`src/rtl/alu_serial_pkg.sv`:
```
// Shared types and constants for the ALU result serial transmitter.
// Optional feature macro: ALU_SERIAL_PARITY_EN (appends an even-parity bit to each frame).
package alu_serial_pkg;

    typedef enum logic {
        IDLE  = 1'b0,
        SHIFT = 1'b1
    } state_t;

    // Bit counter must be able to index every frame bit including an optional parity bit
    function automatic int unsigned cnt_width(input int unsigned w);
        return $clog2(w + 1);
    endfunction

`ifdef ALU_SERIAL_PARITY_EN
    localparam bit PARITY_EN = 1'b1;
`else
    localparam bit PARITY_EN = 1'b0;
`endif

endpackage

```
`src/rtl/alu_serial_tx_if.sv`:
```
// Load handshake and serial output bundle of the ALU result transmitter.
interface alu_serial_tx_if #(parameter int unsigned WIDTH = 8);

    logic             load_valid;
    logic [WIDTH-1:0] load_data;
    logic             load_ready;
    logic             ser_valid;
    logic             q;
    logic             qbar;
    logic             sof;
    logic             eof;
    logic             busy;

    modport master (
        output load_valid, load_data,
        input  load_ready, ser_valid, q, qbar, sof, eof, busy
    );

    modport slave (
        input  load_valid, load_data,
        output load_ready, ser_valid, q, qbar, sof, eof, busy
    );

endinterface

```
`src/rtl/alu_serial_tx_shift_reg.sv`:
```
// Parallel-load, right-shifting data register; bit 0 is the current serial bit.
module tx_shift_reg #(
    parameter int unsigned WIDTH = 8
) (
    input  logic             eclk,
    input  logic             rst,
    input  logic             load,
    input  logic             shift,
    input  logic [WIDTH-1:0] din,
    output logic             sbit
);

    logic [WIDTH-1:0] sreg;

    // Clear, load (takes priority over shift), or shift right by one
    always_ff @(posedge eclk) begin
        if (!rst) begin
            sreg <= '0;
        end else if (load) begin
            sreg <= din;
        end else if (shift) begin
            sreg <= {1'b0, sreg[WIDTH-1:1]};
        end
    end

    assign sbit = sreg[0];

endmodule

```
`src/rtl/alu_serial_tx.sv`:
```
// Bit-serial transmitter for ALU result words, LSB first on q/qbar with sof/eof strobes.
// Optional feature macro: ALU_SERIAL_PARITY_EN (even-parity bit after data bit WIDTH-1).
module alu_serial_tx
    import alu_serial_pkg::*;
#(
    parameter int unsigned WIDTH = 8
) (
    input  logic           eclk,
    input  logic           rst,
    alu_serial_tx_if.slave bus
);

    localparam int unsigned CW   = cnt_width(WIDTH);
    localparam int unsigned FLEN = WIDTH + (PARITY_EN ? 1 : 0);
    localparam logic [CW-1:0] LAST = CW'(FLEN - 1);

    state_t        state, state_nxt;
    logic [CW-1:0] cnt, cnt_nxt;
    logic          last;
    logic          accept;
    logic          shift;
    logic          sbit;
    logic          data_bit;

    assign last           = (state == SHIFT) && (cnt == LAST);
    assign bus.load_ready = rst && ((state == IDLE) || last);
    assign accept         = bus.load_valid && bus.load_ready;
    assign shift          = (state == SHIFT) && !accept;

    tx_shift_reg #(.WIDTH(WIDTH)) u_shift (
        .eclk  (eclk),
        .rst   (rst),
        .load  (accept),
        .shift (shift),
        .din   (bus.load_data),
        .sbit  (sbit)
    );

    // State and bit-counter register
    always_ff @(posedge eclk) begin
        if (!rst) begin
            state <= IDLE;
            cnt   <= '0;
        end else begin
            state <= state_nxt;
            cnt   <= cnt_nxt;
        end
    end

    // Next state: accept restarts a frame, even on the final bit of the current one
    always_comb begin
        state_nxt = state;
        cnt_nxt   = cnt;
        if (accept) begin
            state_nxt = SHIFT;
            cnt_nxt   = '0;
        end else if (last) begin
            state_nxt = IDLE;
            cnt_nxt   = '0;
        end else if (state == SHIFT) begin
            cnt_nxt = cnt + CW'(1);
        end
    end

`ifdef ALU_SERIAL_PARITY_EN
    logic par;

    // Even parity of the accepted word, sent after the last data bit
    always_ff @(posedge eclk) begin
        if (!rst) begin
            par <= 1'b0;
        end else if (accept) begin
            par <= ^bus.load_data;
        end
    end

    assign data_bit = (cnt == CW'(WIDTH)) ? par : sbit;
`else
    assign data_bit = sbit;
`endif

    assign bus.ser_valid = (state == SHIFT);
    assign bus.busy      = (state == SHIFT);
    assign bus.q         = (state == SHIFT) && data_bit;
    assign bus.qbar      = ~bus.q;
    assign bus.sof       = (state == SHIFT) && (cnt == '0);
    assign bus.eof       = last;

endmodule

```
`src/flat_wrapper.sv`:
```
// flat-port wrapper written by rule: the top's interface ports become plain ports
module alu_serial_tx_flat import alu_serial_pkg::*;
#(
    parameter int unsigned WIDTH = 8
)
  (eclk, rst, bus_load_valid, bus_load_data, bus_load_ready, bus_ser_valid, bus_q, bus_qbar, bus_sof, bus_eof, bus_busy);
  alu_serial_tx_if #(.WIDTH(WIDTH)) bus_i ();
  input  logic eclk;
  input  logic rst;
  input wire logic [$bits(bus_i.load_valid)-1:0] bus_load_valid;
  input wire logic [$bits(bus_i.load_data)-1:0] bus_load_data;
  output wire logic [$bits(bus_i.load_ready)-1:0] bus_load_ready;
  output wire logic [$bits(bus_i.ser_valid)-1:0] bus_ser_valid;
  output wire logic [$bits(bus_i.q)-1:0] bus_q;
  output wire logic [$bits(bus_i.qbar)-1:0] bus_qbar;
  output wire logic [$bits(bus_i.sof)-1:0] bus_sof;
  output wire logic [$bits(bus_i.eof)-1:0] bus_eof;
  output wire logic [$bits(bus_i.busy)-1:0] bus_busy;
  assign bus_i.load_valid = bus_load_valid;
  assign bus_i.load_data = bus_load_data;
  assign bus_load_ready = bus_i.load_ready;
  assign bus_ser_valid = bus_i.ser_valid;
  assign bus_q = bus_i.q;
  assign bus_qbar = bus_i.qbar;
  assign bus_sof = bus_i.sof;
  assign bus_eof = bus_i.eof;
  assign bus_busy = bus_i.busy;
  alu_serial_tx #(.WIDTH(WIDTH)) u_core (.eclk(eclk), .rst(rst), .bus(bus_i));
endmodule
```
`config.mk`:
```
export PLATFORM = sky130hd
export DESIGN_NAME = alu_serial_tx_flat
export DESIGN_NICKNAME = d
export VERILOG_FILES = /design/src/rtl/alu_serial_pkg.sv /design/src/rtl/alu_serial_tx_if.sv /design/src/rtl/alu_serial_tx_shift_reg.sv /design/src/rtl/alu_serial_tx.sv /design/src/flat_wrapper.sv
export SDC_FILE = /design/constraint.sdc
export NUM_CORES = 1
export LEC_CHECK = 0
export CAP_MARGIN = 20
export CORE_MARGIN = 3
export CORE_UTILIZATION = 50
export CTS_CLUSTER_DIAMETER = 30
export DETAILED_ROUTE_END_ITERATION = 10
export GPL_ROUTABILITY_DRIVEN = 0
export PLACE_DENSITY = 0.81
export SYNTH_ARGS = -nofsm -noshare
export SYNTH_HDL_FRONTEND = slang
export SYNTH_SLANG_ARGS = --single-unit
```
`constraint.sdc`:
```
create_clock -name eclk -period 4.38 [get_ports eclk]
set_clock_uncertainty 0.2 [all_clocks]
set_input_delay 0.876 -clock eclk [delete_from_list [all_inputs] [get_ports eclk]]
set_output_delay 0.876 -clock eclk [all_outputs]
set_load 0.005 [all_outputs]
```
==> results of run 1 <==
## state kept, by name, summed over array words and instances, names as in the netlist
register / flops
u_core.u_shift.sreg: 8
u_core.bus.busy: 1
u_core.cnt: 4
## tightest hold or removal path: cells and delay by family, from the launching register on
kind,cells,cell delay (ns)
DFF,1,0.34
muxes,1,0.13
and+or+nand+nor,1,0.05
## layout make-up
| type | count | area (µm²) | area share |
|---|---|---|---|
| Multi-Input combinational cell | 50 | 412.9 | 0.4514 |
| Sequential cell | 13 | 260.3 | 0.2845 |
| Timing Repair Buffer | 18 | 177.7 | 0.1943 |
| Clock buffer | 4 | 26.28 | 0.02873 |
| Inverter | 5 | 18.77 | 0.02052 |
| Tap cell | 15 | 18.77 | 0.02052 |
## power groups by stage
stage               Sequential [µW]  Combinational (µW)  Clock [µW]
global placement                134                48.4           0
global route                    133                54.5        80.5
CTS                             132                50.0        76.5
detailed placement              135                49.7           0
finish                          132                49.5        72.7
floorplan                       132                33.6           0
## per-stage QoR
step                instances  area (µm²)  power (µW)  setup WS, ns
floorplan                  72       735.7       165.7         2.151
global placement          101       888.4       182.7         1.078
detailed placement        101       888.4       184.6         1.057
CTS                       105       914.6       258.5         1.050
global route              105       914.6       268.4        0.9966
finish                    105       914.6       254.1         1.051
## cells in the mapped netlist, drive strengths merged
library cell	n
nand3b	1
nor2	3
and3b	1
nor3	2
nor3b	1
inv	5
and3	1
dfxtp	13
and2	1
mux2i	8
a21oi	2
nand4	1
o221a	7
o211ai	1
nand2b	1
buf	4
nor4b	1
a21boi	8
nor2b	1
ha	2
xor2	2
o21ai	1
nand2	3
o21a	2
## metal layers
| metal | track usage | wire (µm) | up-vias |
|---|---|---|---|
| met5 | 0 | 0 | - |
| met4 | 0.03614 | 0 | 0 |
| met3 | 0.08537 | 93 | 0 |
| met2 | 0.2762 | 684 | 14 |
| met1 | 0.2095 | 650 | 285 |
| li1 | - | - | 303 |
## placed cells by master, fill, tap and decap left out, types with 2 or more instances in the layout
cell             Yosys  routed
a21oi_1              2       2
a21boi_0             7       7
nand2_1              2       2
o21a_1               2       2
clkdlybuf4s50_1      0      17
mux2i_1              8       8
inv_1                4       4
dfxtp_1             13      13
nor2_1               3       3
o221a_2              7       7
nor3_1               2       2
ha_1                 2       2
xor2_1               2       2
clkbuf_4             0       3
## final timing paths
check / from / to / slack (ns) / cells past startpoint
worst min register to register: u_core.cnt[1] / u_core.cnt[1] / 0.36 / 2
worst max-delay path: rst / bus_load_ready / 1.05 / 3
worst max register to register: u_core.bus.busy / u_core.u_shift.sreg[6] / 2.67 / 4
worst min-delay path: u_core.cnt[1] / u_core.cnt[1] / 0.36 / 2
## logic make-up after synthesis
family                   synth area share
buffers and inverters             0.08502
XOR/XNOR                          0.02381
AND/OR/NAND/NOR                    0.1344
multiplexers                       0.1088
flip-flops                         0.3537
adder cells (fa/ha/maj)           0.03401
AO/OA/AOI/OAI                      0.2602
==> results_dict.tcl, run 1 <==
set metrics [dict create \
    io_buffer_count 17 \
    antennaDiodeCount 0 \
    synth_seq_cells 13 \
    die_area_um2 1968 \
    htreeDepth 1 \
    clock_path_buffers 2 \
    hold_viol 0 \
    max_stage_delay_ns 0.69 \
    clock_power_share 0.286 \
    yosysSeqAreaShare 0.3537 \
    cap_violations 0 \
    vias 602 \
    cts_resized 0 \
    core_um2 1334 \
    drc_errors 0 \
    via_per_inst 5.733 \
    switching_share 0.2517 \
    io_pins 18 \
    synth_top_area_share 0.3537 \
    post_cts_buffers 0 \
    synth.area.top_cells "dfxtp_1, mux2i_1, o221a_2" \
    slowest_stage "clkdlybuf4s50_1" \
    syn2layout_area_growth_pct 24.32 \
    path_buf_inv 2 \
    fin_crit_ns 3.329 \
    antenna_left 0 \
    syn_nets 85 \
    fillers 121 \
    yosysTopAreaCell "dfxtp_1" \
    grt_start_max_net_pins 14 \
    worst-path-max-fanout 13 \
    crit_top_cell "clkdlybuf4s50_1" \
    grt_pass1_wl_mm 2.470 \
    die_h_um 44.36 \
    hpwl_mm 1.079 \
    p_sw_uw 63.96 \
    nNetsFinal 104 \
    rows 13 \
    worstPathRequired_ns 3.30 \
    peakVddDrop_v 0.0002264 \
    clockRootBuffer "clkbuf_4" \
    utilization 0.6857 \
    ys_types 30 \
    clock-sinks 13 \
    wl_per_cell_um 13.60 \
    fmax_mhz 300.4 \
    path_delay_family "buffers and inverters" \
    cellPowerDensity_nw_per_um2 277.9 \
    relSlewSlack 0.7519 \
    fin_crit_sh 0.7600 \
    drv_slew 0 \
    worst_slew_pin_slew_ns 0.3710 \
    outcome "completed" \
    syn_avg_cell_area_um2 10.22 \
    drt_iter0_drc 12 \
    hold_ws_ns 0.3603 \
    power.leakage_uw 0.0003656 \
    min_path_type "flip-flop to flip-flop" \
    crit_path_end_kind "output pin" \
    p_comb_frac 0.195 \
    wl_mm 1.428 \
    initial_core_util 0.5516 \
    crit_chain "clkdlybuf4s50_1 -> and2_1 -> clkdlybuf4s50_1" \
    grt_usage 0.1728 \
    clkLatencyLatePin_ns 0.27 \
    cp.arrival_ns 2.25 \
    ys_warn_count 0 \
    netlist_instances 72 \
    crit_path_start_kind "input port" \
    hold_buffers 0 \
    grt_pass1_vias 570 \
    cts_tree "built" \
    cts_buffers 3 \
    rsz0062_at_grt "false" \
    setup_violations 0 \
    antenna_found_initial 0 \
    tns_ns 0 \
    critical_path_class "input port to output pin" \
    clkTransAtPathRegs_ns 0.07 \
    seqPwrFrac 0.519 \
    p_int_uw 190.2 \
    synth_area_um2 735.7 \
    drive_gt1_frac 0.1667 \
    dieWidth_um 44.36 \
    firstDrtPassIters 4 \
    overflow 0 \
]
Power figures use the tool's default switching activity.
==> run 2: changes to the inputs <==
Settings changed: CORE_UTILIZATION 50 to 42, PLACE_DENSITY 0.81 to 0.72.
Clock period 4.38 ns to 3 ns, I/O delays scaled along.
==> run 2 against run 1 <==
  * Sequential power up 44%
  * Non-clock buffer count up 2
  * Die area up 16%
  * Combinational power up 54%
  * Highest routed layer is now met4
  * Core utilization down 9.5 points
  * Via count down 1.2%
  * Final area up 1.8%
  * Register-to-register slack worse by 1.2 ns
  * Clock-buffer cell count unchanged
  * Final cell count up 2.9%
  * Global-route usage down 3.0 points
  * Hold slack better by 0.0021 ns
==> results_dict.tcl, run 2 (synthesis results as in run 1) <==
set metrics [dict create \
    post_cts_buffers 0 \
    min-delay-start "u_core.cnt[1]" \
    fillers 141 \
    io_pins 18 \
    fmax_mhz 371.4 \
    critical_path_class "flip-flop to output pin" \
    nNetsFinal 106 \
    hold_ws_ns 0.3625 \
    drive_gt1_frac 0.1848 \
    rows 14 \
    grt_pass1_wl_mm 2.256 \
    die_area_um2 2290 \
    final_common_cell "clkdlybuf4s50_1" \
    syn2layout_area_growth_pct 26.53 \
    largest_register_ffs 8 \
    setup_violations 0 \
    cts_resized 0 \
    worstHoldEndpoint "u_core.cnt[1]" \
    final_cell_mix "clkdlybuf4s50_1, dfxtp_1, mux2i_1" \
    overflow 0 \
    worst-path-max-fanout 9 \
    antennaDiodeCount 0 \
    timing.rr.end "u_core.u_shift.sreg[6]" \
    core_um2 1577 \
    antenna_left 0 \
    cellPowerDensity_nw_per_um2 400.2 \
    crit_path_end_kind "output pin" \
    drt_iter0_drc 13 \
    min_path_type "flip-flop to flip-flop" \
    worstPathRequired_ns 2.20 \
    antenna_found_initial 0 \
    top_register "u_core.u_shift.sreg" \
    vias 595 \
    cts_buffers 3 \
    drc_errors 0 \
    relSlewSlack 0.8007 \
    holdPathStages 2 \
    fin_crit_sh 0.8975 \
    layout_setup_ws_ns 0.3074 \
    r2r-start "u_core.cnt[0]" \
    post-place-ws_ns 0.5214 \
    peakVddDrop_v 0.0002420 \
    r2r_cells 4 \
    r2r_slack_ns 1.47 \
    grt_pass1_vias 507 \
    cp.arrival_ns 1.89 \
    clock_path_buffers 2 \
    clkTransAtPathRegs_ns 0.07 \
    htreeDepth 1 \
    dieWidth_um 47.86 \
    clockRootBuffer "clkbuf_4" \
    die_h_um 47.86 \
    wl_per_cell_um 12.94 \
    cts_tree "built" \
    via_per_inst 5.509 \
    io_buffer_count 17 \
    crit_path_start_kind "flip-flop" \
    dp.cells 104 \
    clock-sinks 13 \
    final-seq-area_um2 260.3 \
    firstDrtPassIters 4 \
    cap_violations 0 \
    multi_input_area_um2 412.9 \
    hold_viol 0 \
    grt_start_max_net_pins 13 \
    utilization 0.5905 \
    outcome "completed" \
    worst_slew_pin_slew_ns 0.2980 \
    finalNonFillerCells 108 \
    hold_buffers 0 \
    fin_crit_ns 2.693 \
    wl_mm 1.397 \
    initial_core_util 0.4667 \
    hpwl_mm 1.061 \
    tns_ns 0 \
    drv_slew 0 \
    clkLatencyLatePin_ns 0.27 \
    grt_usage 0.1433 \
    power.leakage_uw 0.0003754 \
    rsz0062_at_grt "false" \
]
[run 2: power by group]
group | switching (µW) | leakage, µW | internal (µW) | total (µW)
Combinational | 30.9 | 0.000254 | 45.4 | 76.3
Sequential | 7.60 | 0.000107 | 183 | 190
Clock | 54.2 | 0.0000150 | 51.6 | 106
[run 2: how the worst max path moves through the flow]
| stage | start | endpoint | slack, ns |
|---|---|---|---|
| 3_5_place_dp | rst | bus_load_ready | 0.52 |
| 4_1_cts | u_core.cnt[0] | bus_load_ready | 0.30 |
| 3_3_place_gp | rst | bus_load_ready | 0.53 |
| 6_report | u_core.cnt[0] | bus_load_ready | 0.31 |
| 5_1_grt | u_core.cnt[1] | bus_load_ready | 0.14 |
| 2_1_floorplan | u_core.cnt[0] | bus_load_ready | 1.22 |
[run 2: layout make-up]
| cell class | instances | share of cell area |
|---|---|---|
| Timing Repair Buffer | 20 | 0.2070 |
| Sequential cell | 13 | 0.2796 |
| Tap cell | 16 | 0.02151 |
| Inverter | 5 | 0.02016 |
| Multi-Input combinational cell | 50 | 0.4435 |
| Clock buffer | 4 | 0.02823 |
[run 2: through the flow]
stage	power, µW	instance area (µm²)
5_1_grt	396.0	930.9
2_1_floorplan	241.9	735.7
4_1_cts	378.8	930.9
3_3_place_gp	269.9	904.6
6_report	372.5	930.9
3_5_place_dp	271.2	904.6
[run 2: critical path: stages (launching register included)]
cell	delay [ns]
dfxtp_1	0.38
ha_1	0.22
nand3b_1	0.17
nand2_2	0.21
and2_1	0.15
clkdlybuf4s50_1	0.49
[run 2: layer usage]
metal	GRT usage	part of all wire
met3	0.05639	0.054
met5	0	0
met2	0.2058	0.45
met1	0.1942	0.49
met4	0.04839	0.010
